[src/rtl/mem_pkg.sv]
// Shared definitions for the two-master memory arbiter: FSM encoding and
// default geometry of the boot ROM window and ack timeout.
package mem_pkg;

   typedef enum logic [1:0] {
      ST_IDLE = 2'd0,
      ST_BUSY = 2'd1,
      ST_RESP = 2'd2
   } state_t;

   localparam int          ADDR_W_DEF  = 16;
   localparam int          DATA_W_DEF  = 8;
   localparam int unsigned ROM_TOP_DEF = 32'h0000_4000;
   localparam int          TIMEOUT_DEF = 16;

endpackage

[src/rtl/mem_arbiter_if.sv]
// Bundle of both master request/response channels and the shared memory
// port. The arbiter uses the slave view; masters/memory use the master view.
interface mem_arbiter_if
   import mem_pkg::*;
#(
   parameter int ADDR_W = ADDR_W_DEF,
   parameter int DATA_W = DATA_W_DEF
);

   logic              m0_req;
   logic              m0_we;
   logic [ADDR_W-1:0] m0_addr;
   logic [DATA_W-1:0] m0_wdata;
   logic              m0_gnt;
   logic              m0_done;
   logic [DATA_W-1:0] m0_rdata;
   logic              m0_err;

   logic              m1_req;
   logic              m1_we;
   logic [ADDR_W-1:0] m1_addr;
   logic [DATA_W-1:0] m1_wdata;
   logic              m1_gnt;
   logic              m1_done;
   logic [DATA_W-1:0] m1_rdata;
   logic              m1_err;

   logic              mem_req;
   logic              mem_we;
   logic [ADDR_W-1:0] mem_addr;
   logic [DATA_W-1:0] mem_wdata;
   logic              mem_ack;
   logic [DATA_W-1:0] mem_rdata;

   modport slave (
      input  m0_req, m0_we, m0_addr, m0_wdata,
      output m0_gnt, m0_done, m0_rdata, m0_err,
      input  m1_req, m1_we, m1_addr, m1_wdata,
      output m1_gnt, m1_done, m1_rdata, m1_err,
      output mem_req, mem_we, mem_addr, mem_wdata,
      input  mem_ack, mem_rdata
   );

   modport master (
      output m0_req, m0_we, m0_addr, m0_wdata,
      input  m0_gnt, m0_done, m0_rdata, m0_err,
      output m1_req, m1_we, m1_addr, m1_wdata,
      input  m1_gnt, m1_done, m1_rdata, m1_err,
      input  mem_req, mem_we, mem_addr, mem_wdata,
      output mem_ack, mem_rdata
   );

endinterface

[src/rtl/mem_arbiter_rr_arb2.sv]
// Two-way round-robin pick: a lone requester wins; on a tie the master that
// was not granted last wins. Output is the index of the winner.
module rr_arb2 (
   input  logic [1:0] req,
   input  logic       last,
   output logic       grant
);

   // Winner index from the request pair and the last-grant pointer
   always_comb begin
      grant = 1'b0;
      case (req)
         2'b10:   grant = 1'b1;
         2'b11:   grant = ~last;
         default: grant = 1'b0;
      endcase
   end

endmodule

[src/rtl/mem_arbiter.sv]
// Arbiter sharing one memory port between a CPU (master 0) and a DMA/loader
// (master 1). Writes below ROM_TOP are refused at grant time; accesses that
// see no mem_ack within TIMEOUT busy cycles are abandoned with an error.
// All master-facing pulses and the memory command are registered.
module mem_arbiter
   import mem_pkg::*;
#(
   parameter int          ADDR_W  = ADDR_W_DEF,
   parameter int          DATA_W  = DATA_W_DEF,
   parameter int unsigned ROM_TOP = ROM_TOP_DEF,
   parameter int          TIMEOUT = TIMEOUT_DEF
) (
   input logic          clk,
   input logic          rst,
   mem_arbiter_if.slave bus
);

   localparam int                CNT_W    = $clog2(TIMEOUT + 1);
   localparam logic [ADDR_W-1:0] ROM_LIM  = ADDR_W'(ROM_TOP);
   localparam logic [CNT_W-1:0]  CNT_LAST = CNT_W'(TIMEOUT - 1);

   state_t            state;
   state_t            state_nxt;
   logic              win;
   logic              last;
   logic              last_nxt;
   logic              owner;
   logic              owner_nxt;
   logic [1:0]        gnt;
   logic [1:0]        gnt_nxt;
   logic [1:0]        done;
   logic [1:0]        done_nxt;
   logic [1:0]        err;
   logic [1:0]        err_nxt;
   logic [CNT_W-1:0]  cnt;
   logic [CNT_W-1:0]  cnt_nxt;
   logic              mem_busy;
   logic              mem_busy_nxt;
   logic              load_cmd;
   logic              cap_rdata;
   logic              sel_we;
   logic [ADDR_W-1:0] sel_addr;
   logic [DATA_W-1:0] sel_wdata;
   logic              cmd_we;
   logic [ADDR_W-1:0] cmd_addr;
   logic [DATA_W-1:0] cmd_wdata;
   logic [DATA_W-1:0] rdata0;
   logic [DATA_W-1:0] rdata1;

   rr_arb2 u_rr (
      .req   ({bus.m1_req, bus.m0_req}),
      .last  (last),
      .grant (win)
   );

   assign sel_we    = win ? bus.m1_we    : bus.m0_we;
   assign sel_addr  = win ? bus.m1_addr  : bus.m0_addr;
   assign sel_wdata = win ? bus.m1_wdata : bus.m0_wdata;

   // State register
   always_ff @(posedge clk) begin
      if (!rst) state <= ST_IDLE;
      else      state <= state_nxt;
   end

   // Next state plus the next value of every pulse, pointer and counter
   always_comb begin
      state_nxt    = state;
      gnt_nxt      = 2'b00;
      done_nxt     = 2'b00;
      err_nxt      = 2'b00;
      last_nxt     = last;
      owner_nxt    = owner;
      cnt_nxt      = cnt;
      mem_busy_nxt = mem_busy;
      load_cmd     = 1'b0;
      cap_rdata    = 1'b0;
      case (state)
         ST_IDLE: begin
            if (bus.m0_req || bus.m1_req) begin
               gnt_nxt[win] = 1'b1;
               last_nxt     = win;
               owner_nxt    = win;
               if (sel_we && (sel_addr < ROM_LIM)) begin
                  // ROM write: refuse at grant, memory never sees it
                  err_nxt[win] = 1'b1;
               end else begin
                  state_nxt    = ST_BUSY;
                  mem_busy_nxt = 1'b1;
                  load_cmd     = 1'b1;
                  cnt_nxt      = '0;
               end
            end
         end
         ST_BUSY: begin
            if (bus.mem_ack) begin
               cap_rdata    = ~cmd_we;
               mem_busy_nxt = 1'b0;
               state_nxt    = ST_RESP;
            end else if (cnt == CNT_LAST) begin
               mem_busy_nxt   = 1'b0;
               err_nxt[owner] = 1'b1;
               state_nxt      = ST_IDLE;
            end else begin
               cnt_nxt = cnt + CNT_W'(1);
            end
         end
         ST_RESP: begin
            done_nxt[owner] = 1'b1;
            state_nxt       = ST_IDLE;
         end
         default: state_nxt = ST_IDLE;
      endcase
   end

   // Registered outputs, memory command latch and per-master read data
   always_ff @(posedge clk) begin
      if (!rst) begin
         gnt       <= 2'b00;
         done      <= 2'b00;
         err       <= 2'b00;
         last      <= 1'b1;
         owner     <= 1'b0;
         cnt       <= '0;
         mem_busy  <= 1'b0;
         cmd_we    <= 1'b0;
         cmd_addr  <= '0;
         cmd_wdata <= '0;
         rdata0    <= '0;
         rdata1    <= '0;
      end else begin
         gnt      <= gnt_nxt;
         done     <= done_nxt;
         err      <= err_nxt;
         last     <= last_nxt;
         owner    <= owner_nxt;
         cnt      <= cnt_nxt;
         mem_busy <= mem_busy_nxt;
         if (load_cmd) begin
            cmd_we    <= sel_we;
            cmd_addr  <= sel_addr;
            cmd_wdata <= sel_wdata;
         end
         if (cap_rdata) begin
            if (owner) rdata1 <= bus.mem_rdata;
            else       rdata0 <= bus.mem_rdata;
         end
      end
   end

   assign bus.m0_gnt    = gnt[0];
   assign bus.m0_done   = done[0];
   assign bus.m0_err    = err[0];
   assign bus.m0_rdata  = rdata0;
   assign bus.m1_gnt    = gnt[1];
   assign bus.m1_done   = done[1];
   assign bus.m1_err    = err[1];
   assign bus.m1_rdata  = rdata1;
   assign bus.mem_req   = mem_busy;
   assign bus.mem_we    = cmd_we;
   assign bus.mem_addr  = cmd_addr;
   assign bus.mem_wdata = cmd_wdata;

endmodule

[src/flat_wrapper.sv]
// flat-port wrapper written by rule: the top's interface ports become plain ports
module mem_arbiter_flat import mem_pkg::*;
#(
   parameter int          ADDR_W  = ADDR_W_DEF,
   parameter int          DATA_W  = DATA_W_DEF,
   parameter int unsigned ROM_TOP = ROM_TOP_DEF,
   parameter int          TIMEOUT = TIMEOUT_DEF
)
  (clk, rst, bus_m0_req, bus_m0_we, bus_m0_addr, bus_m0_wdata, bus_m0_gnt, bus_m0_done, bus_m0_rdata, bus_m0_err, bus_m1_req, bus_m1_we, bus_m1_addr, bus_m1_wdata, bus_m1_gnt, bus_m1_done, bus_m1_rdata, bus_m1_err, bus_mem_req, bus_mem_we, bus_mem_addr, bus_mem_wdata, bus_mem_ack, bus_mem_rdata);
  mem_arbiter_if #(.ADDR_W(ADDR_W), .DATA_W(DATA_W)) bus_i ();
  input logic clk;
  input logic rst;
  input wire logic [$bits(bus_i.m0_req)-1:0] bus_m0_req;
  input wire logic [$bits(bus_i.m0_we)-1:0] bus_m0_we;
  input wire logic [$bits(bus_i.m0_addr)-1:0] bus_m0_addr;
  input wire logic [$bits(bus_i.m0_wdata)-1:0] bus_m0_wdata;
  output wire logic [$bits(bus_i.m0_gnt)-1:0] bus_m0_gnt;
  output wire logic [$bits(bus_i.m0_done)-1:0] bus_m0_done;
  output wire logic [$bits(bus_i.m0_rdata)-1:0] bus_m0_rdata;
  output wire logic [$bits(bus_i.m0_err)-1:0] bus_m0_err;
  input wire logic [$bits(bus_i.m1_req)-1:0] bus_m1_req;
  input wire logic [$bits(bus_i.m1_we)-1:0] bus_m1_we;
  input wire logic [$bits(bus_i.m1_addr)-1:0] bus_m1_addr;
  input wire logic [$bits(bus_i.m1_wdata)-1:0] bus_m1_wdata;
  output wire logic [$bits(bus_i.m1_gnt)-1:0] bus_m1_gnt;
  output wire logic [$bits(bus_i.m1_done)-1:0] bus_m1_done;
  output wire logic [$bits(bus_i.m1_rdata)-1:0] bus_m1_rdata;
  output wire logic [$bits(bus_i.m1_err)-1:0] bus_m1_err;
  output wire logic [$bits(bus_i.mem_req)-1:0] bus_mem_req;
  output wire logic [$bits(bus_i.mem_we)-1:0] bus_mem_we;
  output wire logic [$bits(bus_i.mem_addr)-1:0] bus_mem_addr;
  output wire logic [$bits(bus_i.mem_wdata)-1:0] bus_mem_wdata;
  input wire logic [$bits(bus_i.mem_ack)-1:0] bus_mem_ack;
  input wire logic [$bits(bus_i.mem_rdata)-1:0] bus_mem_rdata;
  assign bus_i.m0_req = bus_m0_req;
  assign bus_i.m0_we = bus_m0_we;
  assign bus_i.m0_addr = bus_m0_addr;
  assign bus_i.m0_wdata = bus_m0_wdata;
  assign bus_m0_gnt = bus_i.m0_gnt;
  assign bus_m0_done = bus_i.m0_done;
  assign bus_m0_rdata = bus_i.m0_rdata;
  assign bus_m0_err = bus_i.m0_err;
  assign bus_i.m1_req = bus_m1_req;
  assign bus_i.m1_we = bus_m1_we;
  assign bus_i.m1_addr = bus_m1_addr;
  assign bus_i.m1_wdata = bus_m1_wdata;
  assign bus_m1_gnt = bus_i.m1_gnt;
  assign bus_m1_done = bus_i.m1_done;
  assign bus_m1_rdata = bus_i.m1_rdata;
  assign bus_m1_err = bus_i.m1_err;
  assign bus_mem_req = bus_i.mem_req;
  assign bus_mem_we = bus_i.mem_we;
  assign bus_mem_addr = bus_i.mem_addr;
  assign bus_mem_wdata = bus_i.mem_wdata;
  assign bus_i.mem_ack = bus_mem_ack;
  assign bus_i.mem_rdata = bus_mem_rdata;
  mem_arbiter #(.ADDR_W(ADDR_W), .DATA_W(DATA_W), .ROM_TOP(ROM_TOP), .TIMEOUT(TIMEOUT)) u_core (.clk(clk), .rst(rst), .bus(bus_i));
endmodule
[config.mk]
export PLATFORM = sky130hd
export DESIGN_NAME = mem_arbiter_flat
export DESIGN_NICKNAME = d
export VERILOG_FILES = /design/src/rtl/mem_pkg.sv /design/src/rtl/mem_arbiter_if.sv /design/src/rtl/mem_arbiter_rr_arb2.sv /design/src/rtl/mem_arbiter.sv /design/src/flat_wrapper.sv
export SDC_FILE = /design/constraint.sdc
export NUM_CORES = 1
export LEC_CHECK = 0
export ABC_AREA = 1
export CAP_MARGIN = 40
export CORE_MARGIN = 3
export CORE_UTILIZATION = 41
export DETAILED_ROUTE_END_ITERATION = 10
export GPL_ROUTABILITY_DRIVEN = 0
export PLACE_DENSITY = 0.79
export SETUP_SLACK_MARGIN = 0.2
export SYNTH_ARGS = -nofsm -noshare
export SYNTH_HDL_FRONTEND = slang
export SYNTH_SLANG_ARGS = --single-unit
[constraint.sdc]
create_clock -name clk -period 2 [get_ports clk]
set_input_delay 0.3 -clock clk [delete_from_list [all_inputs] [get_ports clk]]
set_output_delay 0.3 -clock clk [all_outputs]
set_load 0.03 [all_outputs]
### Yosys cells after proc, flatten, opt, wreduce, memory -nomap -nowiden

Index checks and enable logic that the tools add are counted.

* add/sub/neg operators: 1
* $mul: 0
* multiplexer cells: 33
* divide/modulo/power cells: 0
* order comparisons: 5
* reductions and logical operators: 14
* shift-type cells: 0
* bitwise gates (word level): 3
* equal/unequal tests: 10

Operators with widths (count)
* $mux 5: 4
* $lt 16x15->1 const B: 1
* $mux 16: 1
* $mux 2: 8
* $mux 1: 12
* $pmux 5 s2: 1
* $mux 8: 1
* $pmux 2 s2: 2
* $reduce_and 2->1: 4
* $eq 2x2->1 const B: 3
* $ne 2x2->1 const B: 3
* $reduce_and 3->1: 2
* $add 5x1->5 const B: 1
* $eq 5x4->1 const B: 1
* $reduce_and 5->1: 1
* $lt 1x2->1 const B: 2
* $pmux 1 s2: 2
* $reduce_and 4->1: 1
* $logic_and 1x1->1: 3
* $ne 3x2->1 const B: 1
* $not 1->1: 3
* $demux 1 s1: 2
* $eq 2x1->1 const B: 1
* $ge 1x1->1 const B: 2
* 4 further kinds: 4

* memories: 0
* memory bits (writable): 0
* output and inout bits: 48
* bits in latches: 0
* register bits: 57
* ROM bits: 0
* logic and storage cells: 79

### Logic depth before layout (Yosys ltp)

* depth in word-level cells: 9
* depth in mapped cells: 11
* mapped depth without buffers: 11

### Hierarchy

A second synthesis with hierarchy kept.

* cell total of the unflattened synthesis: 363
* area total of the unflattened synthesis: 2557.5 um^2

By module, submodules not included
* mem_arbiter: cells each 361, area an instance 2544.9 um^2, times used 1
* rr_arb2: cells each 2, area an instance 12.5 um^2, times used 1

### Worst setup path after synthesis

OpenSTA, ideal clock, no wires.

* path type: flip-flop to flip-flop
* from: register u_core.cnt[0]
* to: register u_core.cnt[1]
* buffers on the path: 0
* slack: 0.504 ns
* setup time: 0.132 ns
* stages on the path, launching flop included: 11
* data arrival time: 1.364 ns
* path through: dfxtp_1 ha_1 nand2_1 nor2_1 ha_1 nor2_1 nand2_1 nand2_1 nand2_1 nand2_1 a21oi_1

* cells in the longest elaborated chain, start to end: 4
* elaborated cells on any way between the ends: 7
* classes of those cells: add/sub: 1; eq/ne: 2; mux: 3; reduce/logical: 1

Ends and longest elaborated chain
* from (decl): RTL line mem_arbiter.sv:35 `logic [CNT_W-1:0] cnt;`
* from (signal assigned): RTL line mem_arbiter.sv:137 `cnt <= cnt_nxt;`
* $add 5x1->5: RTL line mem_arbiter.sv:105 `cnt_nxt = cnt + CNT_W'(1);`
* $mux 5: RTL line mem_arbiter.sv:100 `end else if (cnt == CNT_LAST) begin`
* $mux 5: RTL line mem_arbiter.sv:96 `if (bus.mem_ack) begin`
* $pmux 5 s2: RTL line mem_arbiter.sv:78 `case (state)`

Parallel ways exist; a longest one is shown, timed or not. The select of a mux whose other input is x is not followed.
A chain may end at the register's enable or synchronous reset.

### Worst setup path after layout

* from: register u_core.cmd_addr[14] (netlist: u_core.bus.mem_addr[14])
* to: output port bus_mem_addr[14]

RTL lines
* from (decl): RTL line mem_arbiter.sv:45 `logic [ADDR_W-1:0] cmd_addr;`
* from (signal assigned): RTL line mem_arbiter.sv:141 `cmd_addr <= sel_addr;`
* to (decl): RTL line flat_wrapper.sv:31 `output wire logic [$bits(bus_i.mem_addr)-1:0] bus_mem_addr;`

No word-level cell between the ends.

==> flow_summary.toml <==
[synth]
synth.largest_area_cell = "dfxtp_1"
synth_seq_cells = 57
synth_cells = 348
yosys.area.top_type_share = 0.4634
synth.cell_area_sq_mm = 0.002462
yosys-top-cells-count = "nand2_1 (107), dfxtp_1 (57), nor2_1 (56)"
synth_seq_area_share = 0.4634
ys.warnings.count = 0
async_reset_ff_frac = 0
synth.most_common_cell = "nand2_1"
synth_edf_count = 0
post_synth_num_cell_types = 29
syn_nets = 413
syn_avg_cell_area_sq_um = 7.076
synth_area_leaders = "dfxtp_1 (46%), nand2_1 (16%), nor2_1 (8.5%)"
synth_ff_type = "dfxtp_1"

[timing]
timing.final.ws_setup_ns = 0.3264
slew-limit-headroom = 0.7325
setup_viol = 0
setup_tns_ns = 0
clock_skew_ns = 0.008741
rsz0062_at_grt = "no"
min_period_ns = 1.674
hold_slack_ns = 0.4599
max_freq_ghz = 0.5975
worstMarginPinSlew_ns = 0.4006
slew_viol_final = 0
fin_crit_sh = 0.8368
hold_viol_final = 0

[cts]
clockRootBuffer = "clkbuf_8"
h-tree-depth = 3
clk_latency_ns = 0.34
clk_transition_reported_paths_ns = 0.06
cts_inserted_buffers = 9
cts_sinks = 57
max-clock-path-buffers = 2
cts_tree = "built"
cts_hold_buf = 0

[final_layout]
final_cell_area_sq_mm = 0.003847
nNetsFinal = 526
syn2layout_area_growth_pct = 56.25
n_antenna_cell = 0
drive_gt1_frac = 0.08369
fillers = 502

[floorplanning]
fp.dieH_um = 83.50
ios = 111
fp-row-count = 27
fp.dieW_um = 83.50
coreArea_sq_mm = 0.005642
dieArea_sq_mm = 0.006971
start_util = 0.4365

[placed_design]
place_ws_ns = 0.02810
port_buffers = 110
dpl.hpwl_um = 5224
post_dp_cell_area_sq_mm = 0.003637

[setup_path]
cp-end-kind = "output port"
crit_chain = "clkdlybuf4s50_1"
worstReg2RegStart = "u_core.cnt[0]"
cp_top_family = "buffers and inverters"
crit_path_top_delay_cell = "clkdlybuf4s50_1"
cp-startpoint = "u_core.bus.mem_addr[14]"
cp.arrival_ns = 1.37
cp.required_ns = 1.70
max_stage_delay_ns = 0.69
r2r-end = "u_core.state[0]"
path_buf_inv = 1
reg2reg_depth = 10
crit_path_start_kind = "flip-flop"
path_class = "reg2out"
rrSetupSlack_ns = 0.35
path_max_fanout = 2

[worst_hold_path]
hold_end = "u_core.bus.m0_rdata[0]"
worst_hold_startpoint = "u_core.bus.m0_rdata[0]"
hp-class = "reg2reg"
hold_depth = 2

[power_and_ir_drop]
pwr-share-seq = 0.403
internal-power_uw = 2211
powerDensity_mw_per_mm2 = 833.0
power_frac_comb = 0.270
vdd_drop_max_mv = 0.4807
leakage_uw = 0.001583
power.switching_uw = 994.3
pwr-share-clk = 0.328
swShare = 0.3102

[route]
dr.pass1.iters = 4
drtIter0Drc = 109
post-route-drc-count = 0
wire_per_inst_um = 13.22
vias = 2622
ant_nets = 0
drt_wl_total_um = 7113
vias_per_cell = 4.874

[global_route]
grt_pass1_vias = 2462
grt_pass1_wl_um = 11830
track_usage = 0.2080
grt_max_degree = 28
antenna_found_initial = 0
grt-ovfl-total = 0

[status]
outcome = "finished clean"

[flow_run]
drv_cap = 0
## cells in the final DEF (no fill, tap or decap), types with 2 or more instances in the layout
cell	count
clkdlybuf4s50_1	109
nand2_1	105
dfxtp_1	57
nor2_1	56
nand3_1	25
o21ai_0	25
a21oi_1	24
inv_1	10
clkbuf_8	10
buf_4	7
nand2_2	4
inv_2	3
nand3b_1	3
nand4_1	3
nor2_4	2
nor4_1	2
clkinvlp_4	2
clkinv_2	2
## cell families after synthesis
logic type,share of synthesized area
adder cells (fa/ha/maj),0.01016
XOR/XNOR,0.003558
buffers and inverters,0.05691
flip-flops,0.4634
AND/OR/NAND/NOR,0.3633
AO/OA/AOI/OAI,0.1026
## sequential cells by signal (all words and copies together), names as in the netlist
| register | flops |
|---|---|
| u_core.bus.m1_rdata | 8 |
| u_core.bus.mem_req | 1 |
| u_core.err | 2 |
| u_core.last | 1 |
| u_core.bus.mem_addr | 16 |
| u_core.done | 2 |
| u_core.state | 2 |
| u_core.bus.mem_wdata | 8 |
| u_core.gnt | 2 |
| u_core.bus.m0_rdata | 8 |
| u_core.bus.mem_we | 1 |
| u_core.owner | 1 |
| u_core.cnt | 5 |
## how the worst max path moves through the flow
stage	endpoint	slack [ns]	cells past startpoint
3_5_place_dp	u_core.bus.mem_addr[4]	0.03	11
5_1_grt	u_core.cnt[1]	0.20	10
3_3_place_gp	u_core.cnt[4]	0.08	10
4_1_cts	u_core.cnt[1]	0.24	10
2_1_floorplan	u_core.cnt[1]	0.50	10
6_report	bus_mem_addr[14]	0.33	1
## area by class of cell
class	instances	area, sq um	share of cell area
Timing Repair Buffer	118	1172	0.3047
Sequential cell	57	1141	0.2966
Inverter	15	58.81	0.01528
Tap cell	72	90.09	0.02341
Clock inverter	5	55.05	0.01431
Clock buffer	11	141.4	0.03675
Multi-Input combinational cell	260	1189	0.3089
## layer usage
| metal | share of wire | vias to the layer above | global-route usage | wire length, um |
|---|---|---|---|---|
| met5 | 0 | - | 0 | 0 |
| met4 | 0.018 | 0 | 0.08333 | 131 |
| met3 | 0.064 | 10 | 0.05726 | 453 |
| met2 | 0.50 | 83 | 0.3448 | 3525 |
| met1 | 0.42 | 1184 | 0.2555 | 3003 |
| li1 | - | 1345 | - | - |
## power groups by stage
stage                     Sequential, uW  Combinational, uW  Clock [uW]
after global placement              1310                846           0
after detailed placement            1310                863           0
after CTS                           1290                864        1080
after global routing                1300                940        1120
final                               1290                864        1050
after floorplan                     1480                316           0
## through the flow
step	util	std cells	total power, uW
3_5_place_dp	0.6447	521	2177
5_1_grt	0.6820	538	3362
2_1_floorplan	-	348	1792
4_1_cts	0.6793	537	3233
3_3_place_gp	0.6447	521	2157
6_report	0.6820	538	3205
## tightest hold or removal path: cells and delay by family, from the launching register on
family,cells,cell delay (ns)
DFF,1,0.31
and+or+nand+nor,1,0.06
AOI/OAI and AO/OA,1,0.05
## repair_timing
action | 4_1_cts | 5_1_grt
resized for setup | 1 | 3
setup buffers | 0 | 1
pin swaps | 0 | 1
endpoints found under the setup margin | 1 | 6
(Power assumes the default switching activity.)
